$ cat src/rtl/ahb_lite_master.sv
// ahb_lite_master: single-transfer AHB-Lite master.
// Turns a valid/ready command stream into pipelined NONSEQ transfers and
// returns one response pulse per command, in issue order. A two-cycle ERROR
// response cancels the transfer waiting in its address phase; that transfer
// is re-issued exactly once after the errored data phase completes.
module ahb_lite_master #(
  parameter int DATA_WIDTH = 32,
  parameter int ADDR_WIDTH = 32
) (
  input  logic                  clk,
  input  logic                  rst,
  input  logic                  cmd_valid,
  output logic                  cmd_ready,
  input  logic                  cmd_write,
  input  logic [ADDR_WIDTH-1:0] cmd_addr,
  input  logic [2:0]            cmd_size,
  input  logic [DATA_WIDTH-1:0] cmd_wdata,
  output logic                  rsp_valid,
  output logic [DATA_WIDTH-1:0] rsp_rdata,
  output logic                  rsp_error,
  output logic                  busy,
  output logic [ADDR_WIDTH-1:0] HADDR,
  output logic [1:0]            HTRANS,
  output logic                  HWRITE,
  output logic [2:0]            HSIZE,
  output logic [2:0]            HBURST,
  output logic [3:0]            HPROT,
  output logic [DATA_WIDTH-1:0] HWDATA,
  input  logic                  HREADY,
  input  logic                  HRESP,
  input  logic [DATA_WIDTH-1:0] HRDATA
);

  localparam logic [1:0] HTRANS_IDLE   = 2'b00;
  localparam logic [1:0] HTRANS_NONSEQ = 2'b10;

  // Error-handling state. err1 and replay are decoded from it.
  typedef enum logic [1:0] {
    ST_RUN     = 2'd0,  // normal pipelined operation
    ST_ERR     = 2'd1,  // between the two ERROR cycles, nothing cancelled
    ST_ERR_RPL = 2'd2,  // between the two ERROR cycles, address phase cancelled
    ST_RPL     = 2'd3   // re-issuing the cancelled transfer
  } state_e;

  state_e state_q, state_d;

  logic                  err1_s;
  logic                  replay_s;
  logic                  accept_s;
  logic                  first_err_s;

  // Address phase
  logic                  nonseq_q, nonseq_d;
  logic [ADDR_WIDTH-1:0] haddr_q, haddr_d;
  logic                  hwrite_q, hwrite_d;
  logic [2:0]            hsize_q, hsize_d;
  logic [DATA_WIDTH-1:0] wdata_q, wdata_d;
  // Data phase
  logic                  dp_valid_q, dp_valid_d;
  logic                  dp_write_q, dp_write_d;
  logic [DATA_WIDTH-1:0] hwdata_q, hwdata_d;
  // Response
  logic                  rsp_valid_q, rsp_valid_d;
  logic [DATA_WIDTH-1:0] rsp_rdata_q, rsp_rdata_d;
  logic                  rsp_error_q, rsp_error_d;

  // First ERROR cycle: slave flags ERROR while still stalling the data phase.
  assign first_err_s = dp_valid_q & HRESP & ~HREADY;
  assign accept_s    = cmd_valid & cmd_ready;

  // Error-handling state register.
  always_ff @(posedge clk or posedge rst) begin
    if (rst) begin
      state_q <= ST_RUN;
    end else begin
      state_q <= state_d;
    end
  end

  // Error-handling next state: the second ERROR cycle is the one with HREADY high.
  always_comb begin
    state_d = state_q;
    case (state_q)
      ST_RUN: begin
        if (first_err_s) begin
          state_d = nonseq_q ? ST_ERR_RPL : ST_ERR;
        end else begin
          state_d = ST_RUN;
        end
      end
      ST_ERR: begin
        if (HREADY) begin
          state_d = ST_RUN;
        end else begin
          state_d = ST_ERR;
        end
      end
      ST_ERR_RPL: begin
        if (HREADY) begin
          state_d = ST_RPL;
        end else begin
          state_d = ST_ERR_RPL;
        end
      end
      ST_RPL: begin
        if (HREADY) begin
          state_d = ST_RUN;
        end else begin
          state_d = ST_RPL;
        end
      end
      default: begin
        state_d = ST_RUN;
      end
    endcase
  end

  // Error-handling outputs: flag decode and command backpressure.
  always_comb begin
    err1_s   = 1'b0;
    replay_s = 1'b0;
    case (state_q)
      ST_RUN: begin
        err1_s   = 1'b0;
        replay_s = 1'b0;
      end
      ST_ERR: begin
        err1_s   = 1'b1;
        replay_s = 1'b0;
      end
      ST_ERR_RPL: begin
        err1_s   = 1'b1;
        replay_s = 1'b1;
      end
      ST_RPL: begin
        err1_s   = 1'b0;
        replay_s = 1'b1;
      end
      default: begin
        err1_s   = 1'b0;
        replay_s = 1'b0;
      end
    endcase
    cmd_ready = ~rst & HREADY & ~err1_s & ~replay_s;
  end

  // Datapath next values: address phase, data phase and response.
  always_comb begin
    nonseq_d    = nonseq_q;
    haddr_d     = haddr_q;
    hwrite_d    = hwrite_q;
    hsize_d     = hsize_q;
    wdata_d     = wdata_q;
    dp_valid_d  = dp_valid_q;
    dp_write_d  = dp_write_q;
    hwdata_d    = hwdata_q;
    rsp_valid_d = 1'b0;
    rsp_rdata_d = rsp_rdata_q;
    rsp_error_d = rsp_error_q;

    // Address phase. Cancelled fields are kept so a replay needs no extra storage.
    if (err1_s) begin
      if (HREADY) begin
        nonseq_d = replay_s;
      end else begin
        nonseq_d = 1'b0;
      end
    end else if (first_err_s) begin
      nonseq_d = 1'b0;
    end else if (HREADY) begin
      nonseq_d = accept_s;
      if (accept_s) begin
        haddr_d  = cmd_addr;
        hwrite_d = cmd_write;
        hsize_d  = cmd_size;
        wdata_d  = cmd_wdata;
      end else begin
        haddr_d  = haddr_q;
      end
    end else begin
      nonseq_d = nonseq_q;
    end

    // Data phase advances only when the bus is ready.
    if (HREADY) begin
      dp_valid_d = nonseq_q;
      if (nonseq_q) begin
        dp_write_d = hwrite_q;
        hwdata_d   = wdata_q;
      end else begin
        dp_write_d = dp_write_q;
      end
    end else begin
      dp_valid_d = dp_valid_q;
    end

    // Response pulse one cycle after data-phase completion.
    if (dp_valid_q && HREADY) begin
      rsp_valid_d = 1'b1;
      rsp_rdata_d = dp_write_q ? {DATA_WIDTH{1'b0}} : HRDATA;
      rsp_error_d = HRESP;
    end else begin
      rsp_valid_d = 1'b0;
    end
  end

  // Datapath registers.
  always_ff @(posedge clk or posedge rst) begin
    if (rst) begin
      nonseq_q    <= 1'b0;
      haddr_q     <= {ADDR_WIDTH{1'b0}};
      hwrite_q    <= 1'b0;
      hsize_q     <= 3'b000;
      wdata_q     <= {DATA_WIDTH{1'b0}};
      dp_valid_q  <= 1'b0;
      dp_write_q  <= 1'b0;
      hwdata_q    <= {DATA_WIDTH{1'b0}};
      rsp_valid_q <= 1'b0;
      rsp_rdata_q <= {DATA_WIDTH{1'b0}};
      rsp_error_q <= 1'b0;
    end else begin
      nonseq_q    <= nonseq_d;
      haddr_q     <= haddr_d;
      hwrite_q    <= hwrite_d;
      hsize_q     <= hsize_d;
      wdata_q     <= wdata_d;
      dp_valid_q  <= dp_valid_d;
      dp_write_q  <= dp_write_d;
      hwdata_q    <= hwdata_d;
      rsp_valid_q <= rsp_valid_d;
      rsp_rdata_q <= rsp_rdata_d;
      rsp_error_q <= rsp_error_d;
    end
  end

  assign HTRANS    = nonseq_q ? HTRANS_NONSEQ : HTRANS_IDLE;
  assign HADDR     = haddr_q;
  assign HWRITE    = hwrite_q;
  assign HSIZE     = hsize_q;
  assign HWDATA    = hwdata_q;
  assign HBURST    = 3'b000;
  assign HPROT     = 4'b0011;
  assign rsp_valid = rsp_valid_q;
  assign rsp_rdata = rsp_rdata_q;
  assign rsp_error = rsp_error_q;
  assign busy      = nonseq_q | dp_valid_q | err1_s | replay_s;

endmodule

$ cat config.mk
export PLATFORM = sky130hd
export DESIGN_NAME = ahb_lite_master
export DESIGN_NICKNAME = d
export VERILOG_FILES = /design/src/rtl/ahb_lite_master.sv
export SDC_FILE = /design/constraint.sdc
export NUM_CORES = 1
export LEC_CHECK = 0
export BUFFER_PORTS_ARGS = -buffer_cell sky130_fd_sc_hd__buf_2
export CORE_MARGIN = 4
export CORE_UTILIZATION = 44
export CTS_BUF_LIST = sky130_fd_sc_hd__clkbuf_4 sky130_fd_sc_hd__clkbuf_8 sky130_fd_sc_hd__clkbuf_16
export CTS_CLUSTER_DIAMETER = 40
export DETAILED_ROUTE_END_ITERATION = 8
export GPL_ROUTABILITY_DRIVEN = 1
export PLACE_DENSITY = 0.82
export SLEW_MARGIN = 20
export SYNTH_ARGS = -nofsm -noshare
export SYNTH_HDL_FRONTEND = slang
export SYNTH_SLANG_ARGS = --single-unit
$ cat constraint.sdc
create_clock -name clk -period 4.05 [get_ports clk]
set_input_delay 0.2025 -clock clk [delete_from_list [all_inputs] [get_ports clk]]
set_output_delay 0.2025 -clock clk [all_outputs]
set_load 0.01 [all_outputs]
-- Word-level counts from Yosys, hierarchy flattened
Cells that the tools add are included.
- equal/unequal tests: 3
- multiplexer cells: 15
- bitwise operators: 14
- reduce and logical (&&, ||, !) cells: 9
- operators by type and width (cell ; number):
    $mux W32 ; 1
    $mux W2 ; 4
    $pmux W2 S4 ; 1
    $reduce_or A2 Y1 ; 4
    $mux W1 ; 7
    $and A1 B1 Y1 ; 6
    $not A1 Y1 ; 5
    $eq A2 B2 Y1 const B ; 2
    $pmux W1 S2 ; 2
    $reduce_and A4 Y1 ; 1
    $or A1 B1 Y1 ; 3
    $reduce_bool A3 Y1 ; 1
    $eq A2 B1 Y1 const B ; 1
    $logic_not A2 Y1 ; 1
    $reduce_and A2 Y1 ; 1
    $logic_and A1 B1 Y1 ; 1
- bits in registers: 139
- input port bits: 105
- output and inout port bits: 113
- word-level logic and storage cells: 53

-- Depth between registers and ports, before layout
- depth in word-level cells: 10
- depth in mapped cells: 7
- depth with buffers taken out: 5

-- Worst setup path before layout
Ideal clock, no wire load.
- path kind: reg2reg
- start point: register state_q[0]
- end point: register wdata_q[0]
- library setup time: 0.127 ns
- arrival: 2.098 ns
- data required time: 3.923 ns
- setup slack: 1.825 ns
- stages on the path, launching flop included: 8
- buffers on the path: 2
- period minus slack after synthesis: 2.225 ns
- cells stage by stage: dfrtp_1 -> inv_1 -> ha_1 -> or3_1 -> nor4b_4 -> buf_6 -> buf_6 -> mux2_1
- longest elaborated chain between the ends: 8
- elaborated cells between the ends (all ways): 16
- those cells by class: eq/ne (3); mux (2); bitwise (5); reduce/logical (6)
- ends and longest elaborated chain (item ; line ; text):
    from (decl) ; 45 ; state_e state_q, state_d;
    from (signal assigned) ; 76 ; state_q <= state_d;
    $eq A2 B2 Y1 (tied with other cells) ; 122 ; case (state_q)
    $reduce_or A2 Y1 (no line) ; n/a ;
    $pmux W1 S2 ; 122 ;
    $not A1 Y1 (no line) ; n/a ;
    $and A1 B1 Y1 (2 in a row) ; 144 ; cmd_ready = ~rst & HREADY & ~err1_s & ~replay_s;
    $and A1 B1 Y1 ; 69 ; assign accept_s = cmd_valid & cmd_ready;
    $reduce_and A4 Y1 (no line) * ; n/a ;
    to (signal assigned) ; 214 ; wdata_q <= {DATA_WIDTH{1'b0}};
    to (signal assigned) ; 226 ; wdata_q <= wdata_d;
    to (decl) ; 57 ; logic [DATA_WIDTH-1:0] wdata_q, wdata_d;
Every way passes the cells marked *; elsewhere a longest branch is shown, timed or not.
A chain may end at the register's enable or synchronous reset.

-- Worst setup path after layout
- start point: register state_q[0]
- end point: register hsize_q[1], in the netlist HSIZE[1]
- longest elaborated chain between the ends: 8
- elaborated cells between the ends (all ways): 16
- those cells by class: eq/ne (3); mux (2); bitwise (5); reduce/logical (6)
- ends and longest elaborated chain (item ; line ; text):
    $eq A2 B2 Y1 (tied with other cells) ; 122 ;
    $reduce_or A2 Y1 (no line) ; n/a ;
    $pmux W1 S2 ; 122 ;
    $not A1 Y1 (no line) ; n/a ;
    $and A1 B1 Y1 (2 in a row) ; 144 ;
    $and A1 B1 Y1 ; 69 ;
    $reduce_and A4 Y1 (no line) * ; n/a ;
    to (signal assigned) ; 225 ; hsize_q <= hsize_d;
    to (decl) ; 56 ; logic [2:0] hsize_q, hsize_d;
Marked as above.

==> summary.txt <==
Power
  • Power share of the clock group: 31.1%
  • Sw frac: 29.2%
  • Internal power: 3.37 mW
  • Pwr/cell area: 637 nW/um^2
  • Combinational group share of total power: 25.2%
  • VDD IR max: 0.302 mV
  • Psw: 1.39 mW
  • Leak: 3.69 nW
  • Flop pwr share: 43.7%

STA
  • Tcrit/Tclk final: 65.7%
  • Final setup fails: 0
  • Relative slew slack: 36.0%
  • Clk_skew: 0.00575 ns
  • Final hold slack: 0.0170 ns
  • Setup TNS: 0 ns
  • Final Hold Viols: 0
  • Fmax: 376 MHz
  • Count of final max-slew check failures: 0
  • Worst-Margin Slew: 0.957 ns
  • Final min period: 2.66 ns
  • RSZ-0062 raised after global routing: no

Drt
  • Routed vias/inst: 4.76
  • Met2 wire length: 6240 um
  • # DRC: 0
  • Routed metal-1 wirelength: 4850 um
  • Via count: 3,864
  • Routed wl met3: 949 um
  • Drt wl/cell: 15.2 um
  • Pre-Repair DR Iteration Count: 4
  • 1st-iter DRT viols: 193
  • Post-route antenna net violation count: 0
  • DR top layer: met4
  • Wirelength, routed: 12,300 um

Global route
  • Global-route wire length before repair: 20,000 um
  • Number of global-route vias before repair: 4,170
  • Total global-route track usage: 17.7%
  • Gr ovfl total: 0
  • Largest net degree at the start of global routing: 108
  • Initial antenna violation count: 0

Die
  • Die X: 120 um
  • Initial core utilization: 45.3%
  • Rows: 40
  • I/O pin cnt: 218
  • Core footprint: 12,100 sq um
  • Die ar.: 14,300 sq um
  • Die H: 120 um

Synthesis
  • Netlist cell types: 22
  • Syn Std Cell Area: 5490 sq um
  • Synth Instances: 397
  • #FFs+latches synth: 139
  • Synth warn: 0
  • Seq/Total Area, Yosys: 63.4%
  • Mapped Avg Cell Area: 13.8 sq um

Cells and area
  • Seq. cell area: 3480 sq um
  • Commonest non-fill, non-tap cell in the layout: buf_2
  • Commonest non-fill, non-tap cells in the layout: buf_2, dfrtp_1, mux2_2
  • Area growth from synthesis to layout: 35.9%
  • Layout cells sized above 1: 53.0%
  • Final Net Count: 740
  • Post-Layout Cell Count: 812
  • Ant. Diodes: 0
  • Footprint of the multi-input gates: 1840 sq um
  • Fillers: 967

Critical path
  • Setup crit end kind: flip-flop
  • Critical path class: reg2reg
  • CP arrival: 2.95 ns
  • Critical-path cell list: inv_1 > ha_1 > or3_1 > nor4b_4 > buf_4 > mux2_2
  • CP Buf/Inv Count: 2
  • Crit start category: flip-flop
  • Top delay family on crit path: buffers and inverters
  • Worst EP required: 4.34 ns
  • Crit-path max cell delay: 0.60 ns
  • Max stage delay cell, worst path: buf_4
  • Crit-path max FO: 55

Worst hold path
  • Hold crit path type: in2reg

Clock network
  • H-Tree Depth: 4
  • Clock slew at reported path FFs: 0.06 ns
  • Clk_lat worst skew: 0.41 ns
  • Setup bufs post-CTS: 0
  • CTS Root Buffer Type: clkbuf_16
  • TritonCTS Sinks: 139
  • CTS tree: done
  • Clk buf depth: 2
  • TritonCTS buffer count: 17

Placed design
  • Routability Congestion: 0.789
  • DP Cell Count: 754
  • Port bufs: 209
  • Dpl hpwl: 8770 um

Outcome
  • Outcome: finished, final reports clean

Flow run
  • Number of max-cap violations: 0
-- Yosys cell counts (all sizes together) --
cell type	number	area share [%]
dfrtp	139	63
mux2	102	21
nand2	35	2.4
nand2b	33	3.8
o21ai	33	3.0
buf	16	2.3
clkbuf	13	0.89
inv	7	0.48
ha	4	0.91
conb	2	0.14
nand3b	2	0.27
nor3	2	0.18
or3	2	0.23
a21oi	1	0.091
nand4	1	0.11
nor2	1	0.068
nor4b	1	0.43
o211ai	1	0.14
o22ai	1	0.11
o32ai	1	0.16
-- state kept, by name, summed over array words and instances (netlist names), 2 cells and up --
register and cells:
wdata_q 32, rsp_rdata 32, HSIZE 3, HADDR 32, HWDATA 32, state_q 2
-- cells by family after synthesis --
group	count (synthesis)	synth area share, %
other	2	0.137
AND/OR/NAND/NOR	77	7.45
buffers and inverters	36	3.69
multiplexers	102	20.9
adder cells (fa/ha/maj)	4	0.912
flip-flops	139	63.4
AO/OA/AOI/OAI	37	3.51
-- metal layers --
layer | track usage, % | up-vias
met5 | 0 | -
met4 | 8.09 | 0
met3 | 6.13 | 27
met2 | 30.2 | 158
met1 | 20.0 | 1881
li1 | - | 1798
-- per-stage QoR --
stage / worst slack, ns / total power, mW / utilization, % / instance area, sq um
2_1_floorplan: 0.123 / 2.72 / - / 5510
4_1_cts: 1.38 / 4.82 / 61.6 / 7460
6_report: 1.39 / 4.75 / 61.6 / 7460
3_5_place_dp: 1.39 / 3.30 / 54.7 / 6620
3_3_place_gp: 1.53 / 3.22 / 54.7 / 6620
5_1_grt: 1.29 / 5.03 / 61.6 / 7460
-- layout make-up --
type / instances / share of cell area [%]
flip-flops and latches: 139 / 46.6
multi-input cells: 228 / 24.6
repair buffers: 238 / 17.8
clock buffers: 19 / 5.99
well taps: 168 / 2.82
clock inverters: 13 / 1.69
inverters: 7 / 0.419
-- repair_timing --
action,in CTS,in global routing
hold endpoints to repair,26,0
resized for setup,0,0
endpoints found under the setup margin,0,0
hold buffers,26,0
-- worst register-to-register path, cell delays in order (launching register included) --
cell and delay, ns:
dfrtp_1 0.38, inv_1 0.08, ha_1 0.33, or3_1 0.38, nor4b_4 0.29, buf_4 0.60, mux2_2 0.47
-- power groups by stage --
stage | sequential (mW) | clock (mW) | combinational, mW
5_1_grt | 2.13 | 1.58 | 1.32
4_1_cts | 2.08 | 1.52 | 1.22
6_report | 2.08 | 1.48 | 1.20
2_1_floorplan | 2.21 | 0 | 0.510
3_5_place_dp | 2.10 | 0 | 1.20
3_3_place_gp | 2.07 | 0 | 1.15
-- path summary, 6_finish.rpt --
kind,start,end,slack (ns),cells after the start
max,state_q[0]$_DFF_PP0_,HSIZE[1]$_DFFE_PP0P_,1.39,6
min,cmd_wdata[0],wdata_q[0]$_DFFE_PP0P_,0.02,2
max reg2reg,state_q[0]$_DFF_PP0_,HSIZE[1]$_DFFE_PP0P_,1.39,6
min reg2reg,rsp_rdata[7]$_DFFE_PP0P_,rsp_rdata[7]$_DFFE_PP0P_,0.48,2
max in group asynchronous,rst,wdata_q[23]$_DFFE_PP0P_,3.04,3
min in group asynchronous,rst,HWRITE$_DFFE_PP0P_,0.04,2
Note: power is estimated with default switching activity, not from simulation.
